==> src/rtl/fp_to_int_converter.sv <==
`default_nettype none
// ============================================================================
// Module   : fp_to_int_converter
// Purpose  : Multi-cycle IEEE-754 single-precision to signed int32 converter.
//            The mantissa is aligned by a one-bit-per-cycle shifter, then
//            optionally rounded, negated and saturated.
// Ports    : clk      in   rising-edge clock
//            rst      in   asynchronous active-high reset
//            start    in   request a conversion of a (sampled in IDLE only)
//            a        in   [31:0] single-precision operand
//            busy     out  conversion in progress (any state but IDLE)
//            done     out  one-cycle pulse, result/flags valid
//            result   out  [31:0] two's-complement integer
//            overflow out  magnitude outside int32, result saturated
//            invalid  out  operand was NaN or Inf
// Options  : FP2INT_ROUND_EN defined   -> round to nearest even
//            FP2INT_ROUND_EN undefined -> truncate toward zero
// Revision : 1.0  initial release
// ============================================================================
module fp_to_int_converter (
  input  logic        clk,
  input  logic        rst,
  input  logic        start,
  input  logic [31:0] a,
  output logic        busy,
  output logic        done,
  output logic [31:0] result,
  output logic        overflow,
  output logic        invalid
);

  typedef enum logic [2:0] {
    S_IDLE   = 3'd0,
    S_CHECK  = 3'd1,
    S_SHIFT  = 3'd2,
    S_FINISH = 3'd3,
    S_DONE   = 3'd4
  } state_t;

  localparam logic [31:0] c_pos_sat  = 32'h7FFF_FFFF;
  localparam logic [31:0] c_neg_sat  = 32'h8000_0000;
  localparam logic [7:0]  c_exp_ovf  = 8'd158;
  localparam logic [7:0]  c_exp_unit = 8'd150;
`ifdef FP2INT_ROUND_EN
  // 0.5 <= |x| < 1 can round up to 1, so e=126 takes the shift path.
  localparam logic [7:0]  c_exp_min  = 8'd126;
`else
  localparam logic [7:0]  c_exp_min  = 8'd127;
`endif

  state_t      r_state;
  state_t      w_next;
  logic [31:0] r_a;
  logic [31:0] r_mag;
  logic [4:0]  r_n;
  logic        r_left;
  logic [31:0] r_result;
  logic        r_overflow;
  logic        r_invalid;

  logic        w_sign;
  logic [7:0]  w_exp;
  logic [22:0] w_mant;
  logic        w_is_special;
  logic        w_is_small;
  logic        w_is_ovf;
  logic        w_is_int_min;
  logic        w_left;
  logic [4:0]  w_shift_n;
  logic [31:0] w_mag_rnd;

  assign w_sign       = r_a[31];
  assign w_exp        = r_a[30:23];
  assign w_mant       = r_a[22:0];
  assign w_is_special = (w_exp == 8'hFF);
  assign w_is_small   = (w_exp < c_exp_min);
  assign w_is_ovf     = (w_exp >= c_exp_ovf);
  // -2^31 is representable even though its exponent is the saturating one.
  assign w_is_int_min = (r_a == 32'hCF00_0000);
  assign w_left       = (w_exp > c_exp_unit);
  // On the shift path e is 126..157, so |e-150| fits in 5 bits and only the
  // low exponent bits matter (150 mod 32 = 22).
  assign w_shift_n    = w_left ? (w_exp[4:0] - 5'd22) : (5'd22 - w_exp[4:0]);

`ifdef FP2INT_ROUND_EN
  logic r_guard;
  logic r_sticky;
  logic w_round_up;
  // Round half to even: bump when above half, or exactly half and odd.
  assign w_round_up = r_guard & (r_sticky | r_mag[0]);
  assign w_mag_rnd  = r_mag + {31'd0, w_round_up};
`else
  assign w_mag_rnd  = r_mag;
`endif

  assign busy     = (r_state != S_IDLE);
  assign done     = (r_state == S_DONE);
  assign result   = r_result;
  assign overflow = r_overflow;
  assign invalid  = r_invalid;

  // State register
  always_ff @(posedge clk or posedge rst) begin
    if (rst) r_state <= S_IDLE;
    else     r_state <= w_next;
  end

  // Next-state logic
  always_comb begin
    w_next = r_state;
    case (r_state)
      S_IDLE:   if (start) w_next = S_CHECK;
      S_CHECK: begin
        if (w_is_special || w_is_small || w_is_ovf) w_next = S_DONE;
        else if (w_shift_n == 5'd0)                 w_next = S_FINISH;
        else                                        w_next = S_SHIFT;
      end
      S_SHIFT:  if (r_n == 5'd1) w_next = S_FINISH;
      S_FINISH: w_next = S_DONE;
      S_DONE:   w_next = S_IDLE;
      default:  w_next = S_IDLE;
    endcase
  end

  // Datapath
  always_ff @(posedge clk or posedge rst) begin
    if (rst) begin
      r_a        <= 32'd0;
      r_mag      <= 32'd0;
      r_n        <= 5'd0;
      r_left     <= 1'b0;
      r_result   <= 32'd0;
      r_overflow <= 1'b0;
      r_invalid  <= 1'b0;
`ifdef FP2INT_ROUND_EN
      r_guard    <= 1'b0;
      r_sticky   <= 1'b0;
`endif
    end else begin
      case (r_state)
        S_IDLE: begin
          if (start) begin
            r_a        <= a;
            r_overflow <= 1'b0;
            r_invalid  <= 1'b0;
`ifdef FP2INT_ROUND_EN
            r_guard    <= 1'b0;
            r_sticky   <= 1'b0;
`endif
          end
        end
        S_CHECK: begin
          if (w_is_special) begin
            r_invalid <= 1'b1;
            // Only -Inf saturates negative; any NaN maps to the positive limit.
            r_result  <= (w_sign && (w_mant == 23'd0)) ? c_neg_sat : c_pos_sat;
          end else if (w_is_small) begin
            r_result <= 32'd0;
          end else if (w_is_ovf) begin
            if (w_is_int_min) begin
              r_result <= c_neg_sat;
            end else begin
              r_overflow <= 1'b1;
              r_result   <= w_sign ? c_neg_sat : c_pos_sat;
            end
          end else begin
            r_mag  <= {8'd0, 1'b1, w_mant};
            r_n    <= w_shift_n;
            r_left <= w_left;
          end
        end
        S_SHIFT: begin
          r_n <= r_n - 5'd1;
          if (r_left) begin
            r_mag <= {r_mag[30:0], 1'b0};
          end else begin
            r_mag <= {1'b0, r_mag[31:1]};
`ifdef FP2INT_ROUND_EN
            r_guard  <= r_mag[0];
            r_sticky <= r_sticky | r_guard;
`endif
          end
        end
        S_FINISH: begin
          r_result <= w_sign ? (~w_mag_rnd + 32'd1) : w_mag_rnd;
        end
        default: ;
      endcase
    end
  end

endmodule
`default_nettype wire

==> config.mk <==
export PLATFORM = sky130hd
export DESIGN_NAME = fp_to_int_converter
export DESIGN_NICKNAME = d
export VERILOG_FILES = /design/src/rtl/fp_to_int_converter.sv
export SDC_FILE = /design/constraint.sdc
export NUM_CORES = 1
export LEC_CHECK = 0
export ABC_AREA = 1
export CAP_MARGIN = 20
export CORE_MARGIN = 3
export CORE_UTILIZATION = 41
export DETAILED_ROUTE_END_ITERATION = 10
export PLACE_DENSITY = 0.63
export SYNTH_ARGS = -nofsm -noshare
export SYNTH_HDL_FRONTEND = slang
export SYNTH_SLANG_ARGS = --single-unit
==> constraint.sdc <==
create_clock -name clk -period 6.3 [get_ports clk]
set_input_delay 0.63 -clock clk [delete_from_list [all_inputs] [get_ports clk]]
set_output_delay 0.63 -clock clk [all_outputs]
set_load 0.05 [all_outputs]
==> results.md <==
- Of all nets on the critical path, the largest fanout is 5.
- The final weighted congestion in routability-driven placement is 0.8686.
- The total standard cell area after synthesis is 0.006459 mm^2.
- The commonest cells after synthesis are sky130_fd_sc_hd__nand2_1, sky130_fd_sc_hd__dfrtp_1, sky130_fd_sc_hd__nor2_1.
- The cell type contributing the most total cell area after synthesis is sky130_fd_sc_hd__dfrtp_1.
- The clock passes through at most 2 buffers.
- At the worst endpoint, the arrival time is 2.10 ns.
- The number of global-route vias before repair is 5375.
- Data on the critical path is required at its endpoint by 5.67 ns.
- The buffers inserted during post-CTS setup optimization is 0.
- VDD sags by at most 0.2844 mV.
- The number of rows in the core area is 45.
- Counting flops with an async set or reset pin after synthesis yields a share of 100.0%.
- Excluding fillers, the count of instances in the completed layout stands at 1120.
- The synthesized design contains 0 enable-type register cells.
- The count of cells resized by post-cts repair is 0.
- The number of hold violations in the final report is 0.
- The worst setup path category is register to output pin.
- For this block, the routed nets add up to 16.16 mm of wire.
- From synthesis to final layout, the design area changed by 16.49%.
- The root buffer selected by CTS is sky130_fd_sc_hd__clkbuf_16.
- The detail route stage leaves a number of antenna-violating nets equal to 0.
- At the placement stage, the worst setup path has a slack of 3.825 ns.
- The largest net degree at the start of global routing is 64.
- The run finished with clean final reports.
- After detailed routing, the number of vias per cell comes to 5.101.
- The clock sink count is 107.
- The worst setup path is captured at an output pin.
- Counting flops and latches in the post-synthesis netlist gives 107.
- Yosys instantiated no cell more often than sky130_fd_sc_hd__nand2_1.
- Of the synthesized area, sequential elements account for 41.46%.
- The half-perimeter wire length of the detailed placement result is 11.62 mm.
- The minimum clock period is 2.733 ns.
- The number of DRC markers after the initial detailed-route iteration is 322.
- For this run, design rule violations remaining after detail routing come to 0.
- Summed over all cells, the static leakage comes to 3.254 nW.
- The highest attainable clock frequency is 365.8 MHz.
- In this run the count of I/O pins placed on the die edge is 71.
- The routed length per instance is 14.43 um.
- The number of search-and-repair iterations in the first detailed-routing pass is 5.
- The worst hold path belongs to the class register to register.
- The H-tree depth is 3.
- The combinational power share is 58.0%.
- The number of nets in the synthesized netlist is 899.
- The sequential group share of total power is 28.4%.
- Setup slack on the critical path of the routed design comes to 3.567 ns.
- The number of different library cells used by synthesis comes to 40.
- The end-of-flow core utilization is 49.13%.
- The final period utilization is 43.39%.
- Clock latency on the worst-skew pair, taken at its later pin, is 0.36 ns.
- The aggregate negative setup slack is 0 ns.
- The CTS tree is yes.
- The initial utilization of the core area, before any placement, comes to 42.17%.
- The relative max-transition margin is 28.15%.
- The actual slew at the worst max-slew pin is 1.074 ns.
- The analysis attributes to net switching a power of 2.332 mW.
- The number of antenna cells inserted is 0.
- The final-stage net count is 946.
- Max-cap violations in this run came to 0.
- Setup repair after global routing left no endpoint under its margin.
- The total overflow reported by the global router is 0.
- STA classifies the critical path startpoint as a register.
- The y dimension of the die is 131.5 um.
- Setup violations remaining at the end of the flow were counted as 0.
- The number of instances in the placed design is 1104.
- The total via count in the routed design is 5713.
- Summed over its instances, the top area cell type makes up 41.46% of the synthesized netlist area.
- The leading register cell type out of synthesis is sky130_fd_sc_hd__dfrtp_1.
- The average instance area after synthesis is 7.536 um^2.
- The area of the die is 0.01729 mm^2.
- Yosys printed 0 warnings.
- The switching power as a share of total power is 51.28%.
- The first global-routing pass estimated 27.19 mm of wire.
- Ranked by total cell area, the synthesized netlist is headed by sky130_fd_sc_hd__dfrtp_1, sky130_fd_sc_hd__nand2_1, sky130_fd_sc_hd__o21ai_0.
- The cell count after synthesis came out at 857.
- The number of antenna violations at the first check in global routing is 0.
- In this run, CTS created clock tree buffers numbering 9.
- The worst reg2reg path depth is 10.
- The share of final-layout standard cells stronger than drive strength 1 is 10.34%.
- Clock-pin slew was measured on the worst setup and hold paths at 0.07 ns.
- Measured along the x axis, the die boundary spans 131.5 um.
- The total of hold buffers inserted after clock tree synthesis is 0.
- The power density over cell area is 604.4 mW/mm^2.
- The number of buffers added on ports is 70.
- The max-slew violation count is 0.
- Along the worst hold path, the cell count comes to 1.
- The internal power of the cells totals 2.215 mW.
- The clock power share is 13.6%.
- The placeable core area is 0.01531 mm^2.
- The post-route clock skew is 0.005005 ns.
- The overall track demand over capacity in global routing is 19.17%.
[power groups by stage]
stage | clock network, mW | logic [mW] | registers [mW]
after floorplan | 0 | 1.74 | 1.61
after global placement | 0 | 2.61 | 1.30
after detailed placement | 0 | 2.64 | 1.30
after CTS | 0.629 | 2.65 | 1.29
after global routing | 0.656 | 2.94 | 1.34
final | 0.616 | 2.64 | 1.29
[area by class of cell]
type	count	area, um^2
inverters	85	321.6
multi-input cells	626	3206
well taps	211	264.0
flip-flops and latches	107	2678
repair buffers	75	738.2
fillers	1573	7791
clock inverters	7	91.34
clock buffers	9	225.2
[metrics by stage]
step | hold slack, ns | cell area, um^2 | power (mW)
floorplan | 0.4645 | 6459 | 3.350
global placement | 0.4821 | 7207 | 3.904
detailed placement | 0.4686 | 7207 | 3.941
CTS | 0.4985 | 7523 | 4.568
global route | 0.5307 | 7523 | 4.931
finish | 0.5022 | 7523 | 4.547
[sequential cells by signal, summed over array words and instances (netlist names)]
signal    cells
r_left        1
result       32
r_state       3
invalid       1
r_mag        32
r_a          32
overflow      1
r_n           5
[path summary, 6_finish.rpt]
| check | start | end | slack (ns) |
|---|---|---|---|
| min in group asynchronous | rst | result[12]$_DFFE_PP0P_ | 0.73 |
| setup reg to reg | r_a[24]$_DFFE_PP0P_ | result[6]$_DFFE_PP0P_ | 3.85 |
| setup / recovery | r_state[2]$_DFFE_PP0P_ | done | 3.57 |
| max in group asynchronous | rst | r_mag[21]$_DFFE_PP0P_ | 4.42 |
| hold reg to reg | invalid$_DFFE_PP0P_ | invalid$_DFFE_PP0P_ | 0.50 |
| hold / removal | invalid$_DFFE_PP0P_ | invalid$_DFFE_PP0P_ | 0.50 |
[routing by layer]
layer	share of wire, %	global-route usage (%)
met1	50	28.52
met2	43	28.22
met3	5.9	3.063
met4	1.9	6.768
met5	0	0
[layout by cell type, fill, tap and decap left out, types with 5 or more instances in the layout]
cell	count
sky130_fd_sc_hd__nor3_1	9
sky130_fd_sc_hd__o22ai_1	7
sky130_fd_sc_hd__a21oi_2	18
sky130_fd_sc_hd__clkbuf_16	9
sky130_fd_sc_hd__buf_4	5
sky130_fd_sc_hd__nor2_1	95
sky130_fd_sc_hd__xor2_1	11
sky130_fd_sc_hd__nand3_1	47
sky130_fd_sc_hd__clkdlybuf4s50_1	70
sky130_fd_sc_hd__dfrtp_1	107
sky130_fd_sc_hd__o21ai_2	22
sky130_fd_sc_hd__o211ai_1	23
sky130_fd_sc_hd__a21oi_1	34
sky130_fd_sc_hd__o21ai_0	76
sky130_fd_sc_hd__inv_1	79
sky130_fd_sc_hd__nor2_2	7
sky130_fd_sc_hd__nand2_1	230
sky130_fd_sc_hd__ha_1	7
sky130_fd_sc_hd__nand4_1	10
[cells by family after synthesis]
family | synth area share [%]
flops | 41.46
simple gates | 27.32
xor+xnor | 1.627
compound gates | 19.26
fa+ha+maj | 1.356
buf+inv | 8.989
[worst max-delay path, stage by stage, from the launching register on]
cell	delay (ns)
sky130_fd_sc_hd__dfrtp_1	0.45
sky130_fd_sc_hd__inv_1	0.09
sky130_fd_sc_hd__nor3_1	0.32
sky130_fd_sc_hd__clkdlybuf4s50_1	0.88
(Power assumes the default switching activity.)
